$ cat src/rtl/collatz_sequencer.sv
// Collatz orbit sequencer: iterates n to 1 one step per clock, reporting orbit length and path record.
// Optional COLLATZ_SHORTCUT_EN folds each odd step with the following halving into one cycle.
module collatz_sequencer #(
  parameter int BITS     = 32,
  parameter int CNT_BITS = 16
) (
  input  logic                clk,
  input  logic                rst_n,
  input  logic                start,
  input  logic                abort,
  input  logic [BITS-1:0]     start_value,
  output logic                busy,
  output logic                done,
  output logic                error,
  output logic [CNT_BITS-1:0] orbit_len,
  output logic [BITS:0]       path_record
);

  typedef enum logic [1:0] {
    IDLE,
    RUN,
    DONE
  } state_t;

  localparam logic [CNT_BITS-1:0] CNT_MAX = '1;
  localparam logic [BITS+2:0]     ONE_EXT = (BITS+3)'(1);

  state_t          state;
  logic [BITS:0]   n;
  logic [BITS+2:0] triple;
  logic            overflow;
  logic [BITS:0]   triple_lo;
  logic [BITS:0]   odd_next;
  logic [CNT_BITS-1:0] odd_len;
  logic            odd_sat;

  // 3n+1 is formed two bits wider than n so any carry out of BITS+1 bits is visible.
  assign triple    = {2'b00, n} + {1'b0, n, 1'b0} + ONE_EXT;
  assign overflow  = |triple[BITS+2:BITS+1];
  assign triple_lo = triple[BITS:0];

`ifdef COLLATZ_SHORTCUT_EN
  assign odd_next = triple[BITS+1:1];
  assign odd_len  = orbit_len + CNT_BITS'(2);
  assign odd_sat  = (orbit_len >= CNT_MAX - CNT_BITS'(1));
`else
  assign odd_next = triple_lo;
  assign odd_len  = orbit_len + CNT_BITS'(1);
  assign odd_sat  = 1'b0;
`endif

  always_ff @(posedge clk or negedge rst_n) begin
    if (!rst_n) begin
      state       <= IDLE;
      n           <= '0;
      busy        <= 1'b0;
      done        <= 1'b0;
      error       <= 1'b0;
      orbit_len   <= '0;
      path_record <= '0;
    end else begin
      case (state)
        IDLE, DONE: begin
          if (start) begin
            state       <= RUN;
            n           <= {1'b0, start_value};
            path_record <= {1'b0, start_value};
            orbit_len   <= '0;
            error       <= 1'b0;
            done        <= 1'b0;
            busy        <= 1'b1;
          end else if (abort) begin
            state <= IDLE;
            done  <= 1'b0;
          end
        end
        RUN: begin
          if (abort) begin
            state <= IDLE;
            busy  <= 1'b0;
          end else if (n == '0) begin
            state <= DONE;
            busy  <= 1'b0;
            done  <= 1'b1;
            error <= 1'b1;
          end else if (n == (BITS+1)'(1)) begin
            state <= DONE;
            busy  <= 1'b0;
            done  <= 1'b1;
            error <= 1'b0;
          end else if (orbit_len == CNT_MAX) begin
            state <= DONE;
            busy  <= 1'b0;
            done  <= 1'b1;
            error <= 1'b1;
          end else if (!n[0]) begin
            n         <= n >> 1;
            orbit_len <= orbit_len + CNT_BITS'(1);
          end else if (overflow || odd_sat) begin
            // Results hold at their last good values when the odd step cannot proceed.
            state <= DONE;
            busy  <= 1'b0;
            done  <= 1'b1;
            error <= 1'b1;
          end else begin
            n         <= odd_next;
            orbit_len <= odd_len;
            if (triple_lo > path_record) begin
              path_record <= triple_lo;
            end
          end
        end
        default: begin
          state <= IDLE;
          busy  <= 1'b0;
          done  <= 1'b0;
        end
      endcase
    end
  end

endmodule

$ cat config.mk
export PLATFORM = sky130hd
export DESIGN_NAME = collatz_sequencer
export DESIGN_NICKNAME = d
export VERILOG_FILES = /design/src/rtl/collatz_sequencer.sv
export SDC_FILE = /design/constraint.sdc
export NUM_CORES = 1
export LEC_CHECK = 0
export CAP_MARGIN = 20
export CORE_ASPECT_RATIO = 0.7
export CORE_MARGIN = 4
export CORE_UTILIZATION = 45
export DETAILED_ROUTE_END_ITERATION = 10
export GPL_ROUTABILITY_DRIVEN = 0
export PLACE_DENSITY = 0.67
export SLEW_MARGIN = 20
export SYNTH_ARGS = -nofsm -noshare
export SYNTH_HDL_FRONTEND = slang
export SYNTH_SLANG_ARGS = --single-unit
$ cat constraint.sdc
create_clock -name clk -period 8.55 [get_ports clk]
set_clock_uncertainty 0.2 [all_clocks]
set_input_delay 1.71 -clock clk [delete_from_list [all_inputs] [get_ports clk]]
set_output_delay 1.71 -clock clk [all_outputs]
set_load 0.05 [all_outputs]
==> results of run 1 <==
==> synth_stat cells, types with 3 or more instances <==
| cell | number |
|---|---|
| mux2i_1 | 94 |
| inv_1 | 88 |
| dfrtp_1 | 87 |
| ha_1 | 86 |
| nand2_1 | 51 |
| a21oi_1 | 49 |
| nor2_1 | 31 |
| o21ai_0 | 29 |
| a222oi_1 | 24 |
| a21o_1 | 21 |
| xnor2_1 | 21 |
| a211oi_1 | 18 |
| clkbuf_1 | 18 |
| nand2b_1 | 15 |
| nand3_1 | 14 |
| nand4_1 | 14 |
| nor3_1 | 11 |
| and3_1 | 8 |
| buf_2 | 8 |
| o211ai_1 | 8 |
| and2_1 | 7 |
| nor2b_1 | 7 |
| xor2_1 | 7 |
| a221oi_1 | 6 |
| a31oi_1 | 6 |
| o21a_1 | 6 |
| o21bai_1 | 6 |
| mux2_2 | 5 |
| nor4_1 | 5 |
| o221ai_1 | 5 |
| a21boi_0 | 4 |
| a21oi_2 | 3 |
| buf_8 | 3 |
| mux2_4 | 3 |
| o2bb2ai_1 | 3 |
==> per-layer routing <==
layer / vias to the layer above / wire [um]
met5: - / 0
met4: 0 / 244
met3: 20 / 1320
met2: 208 / 8030
met1: 3000 / 10700
li1: 3120 / -
==> worst max-delay path, cell delays in order, from the launching register on <==
cell       delay, ns
dfrtp_1         0.59
ha_1            0.32
o211ai_1        0.19
a21oi_1         0.14
a221o_1         0.43
a21o_1          0.21
a21oi_1         0.34
o221ai_1        0.16
a21oi_1         0.20
xnor2_1         0.14
ha_1            0.32
nand4_1         0.12
nor2_1          0.26
a21oi_1         0.11
o211a_1         0.15
a2111oi_0       0.38
o21ai_0         0.21
o31ai_4         0.86
buf_4           0.52
mux2_4          0.34
==> worst max path at each step <==
stage                      end  slack (ns)  cells after the start
3_5_place_dp   path_record[13]        2.27                     20
6_report       path_record[25]        2.23                     19
4_1_cts        path_record[25]        2.25                     20
2_1_floorplan  path_record[13]        3.80                     16
3_3_place_gp   path_record[25]        2.41                     20
5_1_grt        path_record[25]        1.81                     18
==> cell type report <==
class	instances	area [um^2]	area share (%)
multi-input cells	600	4810	54.5
well taps	225	282	3.19
clock inverters	7	75.1	0.852
clock buffers	9	225	2.56
repair buffers	93	913	10.4
flip-flops and latches	87	2180	24.7
inverters	89	334	3.79
==> per-stage QoR <==
step / hold slack (ns) / util [%] / setup slack (ns) / area, um^2 / std cells
floorplan: 0.293 / - / 3.80 / 7480 / 808
finish: 0.349 / 54.1 / 2.23 / 8810 / 1110
detailed placement: 0.325 / 52.2 / 2.27 / 8510 / 1094
global placement: 0.333 / 52.2 / 2.41 / 8510 / 1094
CTS: 0.352 / 54.1 / 2.25 / 8810 / 1110
global route: 0.386 / 54.1 / 1.81 / 8810 / 1110
==> flip-flops by register name, indices dropped and copies added, names as in the netlist <==
register	cells
error	1
path_record	33
busy	1
done	1
state	2
n	33
orbit_len	16
==> logic make-up after synthesis <==
family | count (synthesis) | share of synthesized area (%)
mux | 102 | 13.9
compound gates | 212 | 20.9
buf+inv | 121 | 6.78
flops | 87 | 29.1
xor+xnor | 28 | 3.28
fa+ha+maj | 87 | 14.7
simple gates | 171 | 11.4
==> out/metrics.yaml, run 1 <==
logic_synthesis:
  synth_cells: 808
  yosysWarningCount: 0
  synth_edf_count: 0
  yosysTopAreaCell: "dfrtp_1"
  dominantRegCellSynth: "dfrtp_1"
  async_flop_share_pct: 100
  seq_area_frac_synth_pct: 29.1
  avgSynthCellArea_um2: 9.25
  netlist_top_cells_area: "dfrtp_1 (29%), ha_1 (14%), mux2i_1 (13%), inv_1 (4.4%), a21oi_1 (3.3%)"
  synth_area_um2: 7480
  syn-num-nets: 931
  ys_ff_latch: 87
  synth_cell_types: 64
  yosysTopAreaCellShare_pct: 29.1
worst_setup_path:
  r2r.worst_path.cells: 19
  critPathCaptureType: "flip-flop"
  r2r_end: "path_record[25]"
  ff2ff_setup_slack_ns: 2.23
  cp_max_fo: 20
  critPathArrivalTime_ns: 6.36
  reg2reg_from: "n[0]"
  worstSetupStartpoint: "n[0]"
  startpoint_type: "flip-flop"
  cp.required_ns: 8.59
  critical_path_class: "reg2reg"
sta:
  hold_violations: 0
  rsz0062_at_grt: "false"
  clock.fmax_mhz: 158
  finalSetupViolCount: 0
  fin_crit_sh_pct: 73.9
  report.final.slew_viol_count: 0
  period_needed_ns: 6.32
  tightest_slew_ns: 1.08
  fin_tns_setup_ns: 0
  maxSlewHeadroom_pct: 28.2
flow_run:
  maxCapViolCount: 0
clock_network:
  cts_buffer_depth: 2
  numCtsBuffers: 9
  cts_resized: 0
  postCtsSetupBuffers: 0
  cts_tree: "done"
  cts_max_level: 3
  clock-sinks: 87
  clock-root-buffer: "clkbuf_16"
  ctsHoldBuffers: 0
  clk_pin_slew_ns: 0.08
  insertion_delay_ns: 0.36
grt:
  grt_pass1_wl_um: 33000
  grt_usage_pct: 22.0
  grt_pass1_vias: 6098
  grt_max_degree: 51
  met2_usage_pct: 31.3
  busiest_layer: "met1"
  grt_use_met3_pct: 4.44
  antenna_found_initial: 0
  overflow: 0
  met1_usage_pct: 34.2
floorplan:
  coreArea_um2: 16300
  dieArea_um2: 18800
  io_pins: 88
  die_h_um: 116
  die_x_um: 162
  rows: 39
  initial_core_util_pct: 45.9
layout:
  layout_common_cells: "mux2i_1 (94), inv_1 (88), dfrtp_1 (87), ha_1 (86), clkdlybuf4s50_1 (86)"
  num-nets-final: 1003
  final_common_cell: "mux2i_1"
  fillCellCount: 1521
  drive_above_1_share_pct: 5.65
  antenna_cells: 0
  area_growth_syn_to_layout_pct: 17.9
detailed_routing:
  routed_via_density: 5.72
  routed_wl_um: 20300
  drt-wirelength-per-cell_um: 18.3
  dr_total_vias: 6348
  drt_iter0_drc: 715
  firstDrtPassIters: 9
  ant_nets: 0
  drc: 0
run_status:
  run_status: "complete, no violations"
hold_path:
  holdPathStages: 2
  hold_path_end: "path_record[4]"
  hold_path_class: "reg2reg"
  min_from: "path_record[4]"
placed_design:
  dp_hpwl_um: 15000
  portBuffers: 87
Power of run 1 is left out: the tool's default activity adds up to more than one toggle a clock period on the data nets, which glitch-free logic cannot reach.
==> run 2, diff against run 1 <==
Settings changed: PLACE_DENSITY 0.67 to 0.7.
Clock period 8.55 ns to 5.8 ns, I/O delays scaled along.
==> run 2 against run 1 <==
Critical path type unchanged; global-route usage grew 0.27 points; hold slack lost 0.033 ns; setup slack lost 1.8 ns; die area is the same; core utilization grew 0.91 points; via count grew 3.5%; first-iteration DRC count shrank 0.28%; register-to-register slack lost 1.8 ns.
==> out/metrics.yaml, run 2 (synthesized netlist as in run 1, its figures left out) <==
run_status:
  run_status: "complete, no violations"  # unchanged
detailed_routing:
  drt_iter0_drc: 713  # was 715
  drc: 0  # unchanged
  dr_total_vias: 6568  # was 6348
  routed_wl_um: 20400  # was 20300 um
  drt-wirelength-per-cell_um: 18.1  # was 18.3 um
  ant_nets: 0  # unchanged
  firstDrtPassIters: 8  # was 9
  routed_via_density: 5.83  # was 5.72
clock_network:
  cts_max_level: 3  # unchanged
  ctsHoldBuffers: 0  # unchanged
  insertion_delay_ns: 0.37  # was 0.36 ns
  cts_buffer_depth: 2  # unchanged
  cts_tree: "done"  # unchanged
  numCtsBuffers: 9  # unchanged
  clock-sinks: 87  # unchanged
  clk_pin_slew_ns: 0.07  # was 0.08 ns
  clock-root-buffer: "clkbuf_16"  # unchanged
layout:
  top_regs: "n: 33 flops, path_record: 33 flops, orbit_len: 16 flops"  # unchanged
  fin_util_pct: 55.0  # was 54.1%
  antenna_cells: 0  # unchanged
  num-nets-final: 1019  # was 1003
  layout_common_cells: "mux2i_1 (94), inv_1 (88), dfrtp_1 (87), ha_1 (86), clkdlybuf4s50_1 (86)"  # unchanged
  area_growth_syn_to_layout_pct: 19.8  # was 17.9%
  final_common_cell: "mux2i_1"  # unchanged
  drive_above_1_share_pct: 7.33  # was 5.65%
grt:
  antenna_found_initial: 0  # unchanged
  grt_max_degree: 50  # was 51
  grt_usage_pct: 22.2  # was 22.0%
  grt_pass1_vias: 6033  # was 6098
  overflow: 0  # unchanged
  grt_pass1_wl_um: 33300  # was 33000 um
worst_setup_path:
  r2r_end: "path_record[25]"  # unchanged
  crit_end: "path_record[25]"  # unchanged
  critPathCaptureType: "flip-flop"  # unchanged
  cp_max_fo: 8  # was 20
  reg2reg_from: "n[2]"  # was n[0]
  worstSetupStartpoint: "n[2]"  # was n[0]
  ff2ff_setup_slack_ns: 0.43  # was 2.23 ns
  critPathArrivalTime_ns: 5.40  # was 6.36 ns
  cp.required_ns: 5.84  # was 8.59 ns
  critical_path_class: "reg2reg"  # unchanged
  startpoint_type: "flip-flop"  # unchanged
  r2r.worst_path.cells: 21  # was 19
sta:
  maxSlewHeadroom_pct: 28.2  # about the same
  finalSetupViolCount: 0  # unchanged
  clock.fmax_mhz: 186  # was 158 MHz
  tightest_slew_ns: 1.08  # about the same
  period_needed_ns: 5.37  # was 6.32 ns
  hold_violations: 0  # unchanged
  fin_crit_sh_pct: 92.5  # was 73.9%
  report.final.slew_viol_count: 0  # unchanged
  layout_setup_ws_ns: 0.432  # was 2.23 ns
placed_design:
  dp_hpwl_um: 15300  # was 15000 um
  dpl_worst_slack_ns: 0.0213  # was 2.27 ns
  portBuffers: 87  # unchanged
floorplan:
  die_x_um: 162  # unchanged
  coreArea_um2: 16300  # unchanged
  rows: 39  # unchanged
  dieArea_um2: 18800  # unchanged
  initial_core_util_pct: 45.9  # unchanged
  io_pins: 88  # unchanged
  die_h_um: 116  # unchanged
hold_path:
  hold_path_class: "reg2reg"  # unchanged
flow_run:
  maxCapViolCount: 0  # unchanged
-- run 2: changes by cell type in the layout (fill, tap and decap cells not counted) --
cell	previous run	this run
buf_4	7	22
clkinv_4	1	3
inv_8	3	1
buf_12	0	1
bufinv_16	0	1
clkbuf_8	0	1
clkinv_8	1	0
clkinvlp_4	1	0
-- run 2: area by class of cell --
cell class,count,area [um^2]
inverters,89,334
well taps,225,282
clock inverters,6,76.3
fillers,1474,7340
repair buffers,109,1050
flip-flops and latches,87,2180
multi-input cells,600,4810
clock buffers,10,239
-- run 2: worst min path at each step --
stage,start,end,cells after the start
after floorplan,state[1],state[1],2
after global placement,path_record[5],path_record[5],2
after detailed placement,done,done,2
after CTS,done,done,2
after global routing,done,done,2
final,done,done,2
-- run 2: layer usage --
layer	track usage (%)	wire, um	vias up
met5	0	0	-
met4	5.01	233	0
met3	4.05	1330	16
met2	31.3	8220	204
met1	35.1	10600	3207
li1	-	-	3141
-- run 2: stage by stage --
stage / instances / hold WS, ns / setup TNS, ns / instance area [um^2]
floorplan: 808 / 0.293 / 0 / 7480
global placement: 1104 / 0.330 / 0 / 8590
detailed placement: 1104 / 0.304 / 0 / 8590
CTS: 1120 / 0.320 / 0 / 8900
global route: 1126 / 0.367 / -0.00519 / 8960
finish: 1126 / 0.316 / 0 / 8960
-- run 2: timing repair --
action	in CTS	in global routing
setup endpoints to repair	0	33
resized for setup	0	0
buffers inserted	0	6
hold endpoints to repair	0	0
-- run 2: worst max-delay path, cell delays in order (launching register included) --
cell and delay, ns:
dfrtp_1 0.43, inv_1 0.09, ha_1 0.38, a21oi_2 0.23, a21oi_1 0.14, a221o_1 0.43
a31o_2 0.26, a31oi_1 0.35, xnor2_1 0.25, ha_1 0.32, a21o_1 0.16, a21oi_1 0.14
nor2b_1 0.06, o21ai_0 0.21, a21oi_1 0.10, a211oi_1 0.25, o21ai_0 0.18, o21ai_0 0.33
o31ai_4 0.10, buf_12 0.17, buf_4 0.13, mux2_4 0.30
Power of run 2 is left out for the same reason.
==> run 3, diff against run 2 <==
Settings changed: CORE_ASPECT_RATIO 0.7 to 1.2, CORE_MARGIN 4 to 1.5.
==> run 3 against run 2 <==
Clock-buffer cell count stayed put; die area is 7.3% lower; global-route usage is 1.2 points higher; critical path depth stayed put; hold slack better by 0.029 ns; via count is 2.1% lower; final area hardly changed; register-to-register slack hardly changed; maximum frequency hardly changed; sequential share of layout area hardly changed; non-clock buffer count is 4 lower; flip-flop and latch count stayed put; highest routed layer unchanged.
==> out/metrics.yaml, run 3 (synthesized netlist as in run 1, its figures left out) <==
run_status:
  run_status: "complete, no violations"  # unchanged
sta:
  report.final.slew_viol_count: 0  # unchanged
  period_needed_ns: 5.37  # about the same
  tightest_slew_ns: 1.13  # was 1.08 ns
  fin_crit_sh_pct: 92.6  # was 92.5%
  maxSlewHeadroom_pct: 24.7  # was 28.2%
  fin_tns_setup_ns: 0  # unchanged
  finalSetupViolCount: 0  # unchanged
  clock.fmax_mhz: 186  # about the same
  rsz0062_at_grt: "false"
  hold_violations: 0  # unchanged
worst_setup_path:
  worstSetupStartpoint: "n[6]"  # was n[2]
  critPathArrivalTime_ns: 5.41  # was 5.40 ns
  path_cells: "inv_1 -> ha_1 -> and4_4 -> and2_0 -> a221o_1 -> a21o_1 -> a21oi_1 -> o221ai_1 -> a21oi_1 -> xnor2_1 -> ha_1 -> nand4_1 -> nor2_1 -> a21oi_1 -> o211a_1 -> a2111oi_0 -> o21ai_0 -> o31ai_4 -> buf_12 -> buf_12 -> mux2_4"  # was inv_1 -> ha_1 -> a21oi_2 -> a21oi_1 -> a221o_1 -> a31o_2 -> a31oi_1 -> xnor2_1 -> ha_1 -> a21o_1 -> a21oi_1 -> nor2b_1 -> o21ai_0 -> a21oi_1 -> a211oi_1 -> o21ai_0 -> o21ai_0 -> o31ai_4 -> buf_12 -> buf_4 -> mux2_4
  reg2reg_from: "n[6]"  # was n[2]
  critPathCaptureType: "flip-flop"  # unchanged
  cp_slowest_cell: "a221o_1"  # was dfrtp_1
  cpPeakStageDelay_ns: 0.44  # was 0.43 ns
  startpoint_type: "flip-flop"  # unchanged
  cp_max_fo: 8  # unchanged
  critical_path_class: "reg2reg"  # unchanged
  cp_common_cell: "a21oi_1"
  cp.required_ns: 5.84  # about the same
layout:
  top_regs: "n: 33 flops, path_record: 33 flops, orbit_len: 16 flops"  # unchanged
  num-nets-final: 1015  # was 1019
  antenna_cells: 0  # unchanged
  drive_above_1_share_pct: 6.91  # was 7.33%
  final_common_cell: "mux2i_1"  # unchanged
  layout_common_cells: "mux2i_1 (94), inv_1 (88), dfrtp_1 (87), ha_1 (86), clkdlybuf4s50_1 (86)"  # unchanged
  area_growth_syn_to_layout_pct: 19.9  # was 19.8%
clock_network:
  clock-sinks: 87  # unchanged
  cts_buffer_depth: 2  # unchanged
  ctsHoldBuffers: 0  # unchanged
  cts_max_level: 3  # unchanged
  clock-root-buffer: "clkbuf_16"  # unchanged
  postCtsSetupBuffers: 2  # was 0
  insertion_delay_ns: 0.36  # was 0.37 ns
  cts_resized: 0  # unchanged
  numCtsBuffers: 9  # unchanged
  clk_pin_slew_ns: 0.07  # about the same
  cts_tree: "done"  # unchanged
detailed_routing:
  routed_via_density: 5.80  # was 5.83
  firstDrtPassIters: 5  # was 8
  drt_iter0_drc: 483  # was 713
  routed_wl_um: 19700  # was 20400 um
  drt-wirelength-per-cell_um: 17.7  # was 18.1 um
  ant_nets: 0  # unchanged
  drc: 0  # unchanged
  dr_total_vias: 6433  # was 6568
hold_path:
  hold_path_class: "reg2reg"  # unchanged
  min_from: "path_record[10]"  # was done
floorplan:
  rows: 51  # was 39
  io_pins: 88  # unchanged
  die_x_um: 121  # was 162 um
  dieArea_um2: 17400  # was 18800 um^2
  initial_core_util_pct: 46.0  # was 45.9%
  coreArea_um2: 16300  # about the same
  die_h_um: 144  # was 116 um
grt:
  grt_pass1_wl_um: 32400  # was 33300 um
  grt_pass1_vias: 6497  # was 6033
  antenna_found_initial: 0  # unchanged
  grt_usage_pct: 23.4  # was 22.2%
  grt_max_degree: 49  # was 50
  overflow: 0  # unchanged
placed_design:
  portBuffers: 87  # unchanged
  dp_hpwl_um: 14600  # was 15300 um
flow_run:
  maxCapViolCount: 0  # unchanged
-- run 3: cell count changes in the layout (fill, tap and decap cells not counted) --
cell       change
buf_4          -6
buf_12         +2
bufinv_16      +1
clkinv_4       -1
clkinv_8       +1
inv_8          -1
-- run 3: path summary, 6_finish.rpt --
check,slack [ns],cells past startpoint,endpoint
hold reg to reg,0.35,2,path_record[10]
setup reg to reg,0.43,21,path_record[25]
setup / recovery,0.43,21,path_record[25]
min in group asynchronous,0.60,1,path_record[17]
hold / removal,0.35,2,path_record[10]
max in group asynchronous,3.77,2,n[3]
-- run 3: final cells by class --
class                      count  area [um^2]
sequential                    87         2180
tap                          212          265
inverter                      89          334
multi-input combinational    600         4810
clock inverter                 6          103
timing repair buffer         105         1040
clock buffer                  10          239
fill                        1502         7310
-- run 3: through the flow --
step	hold WS, ns	utilization [%]	std cells	worst slack [ns]	area (um^2)
2_1_floorplan	0.293	-	808	1.05	7480
3_3_place_gp	0.328	52.7	1091	0.135	8580
3_5_place_dp	0.332	52.7	1091	0.00526	8580
4_1_cts	0.347	55.1	1109	0.475	8960
5_1_grt	0.357	55.1	1109	0.171	8960
6_report	0.345	55.1	1109	0.431	8960
-- run 3: metal layers --
| metal | up-vias | global-route usage (%) | wire length [um] |
|---|---|---|---|
| li1 | 3134 | - | - |
| met3 | 32 | 3.31 | 663 |
| met5 | - | 0 | 0 |
| met2 | 141 | 41.6 | 9760 |
| met1 | 3126 | 28.6 | 8750 |
| met4 | 0 | 8.92 | 497 |
-- run 3: critical path: cells and delay by family (launching register included) --
kind,cells,cell delay [ns]
fa+ha+maj,2,0.68
flops,1,0.40
buf+inv,3,0.39
mux,1,0.30
simple gates,4,0.78
compound gates,10,2.38
xor+xnor,1,0.12
Power of run 3 is left out for the same reason.
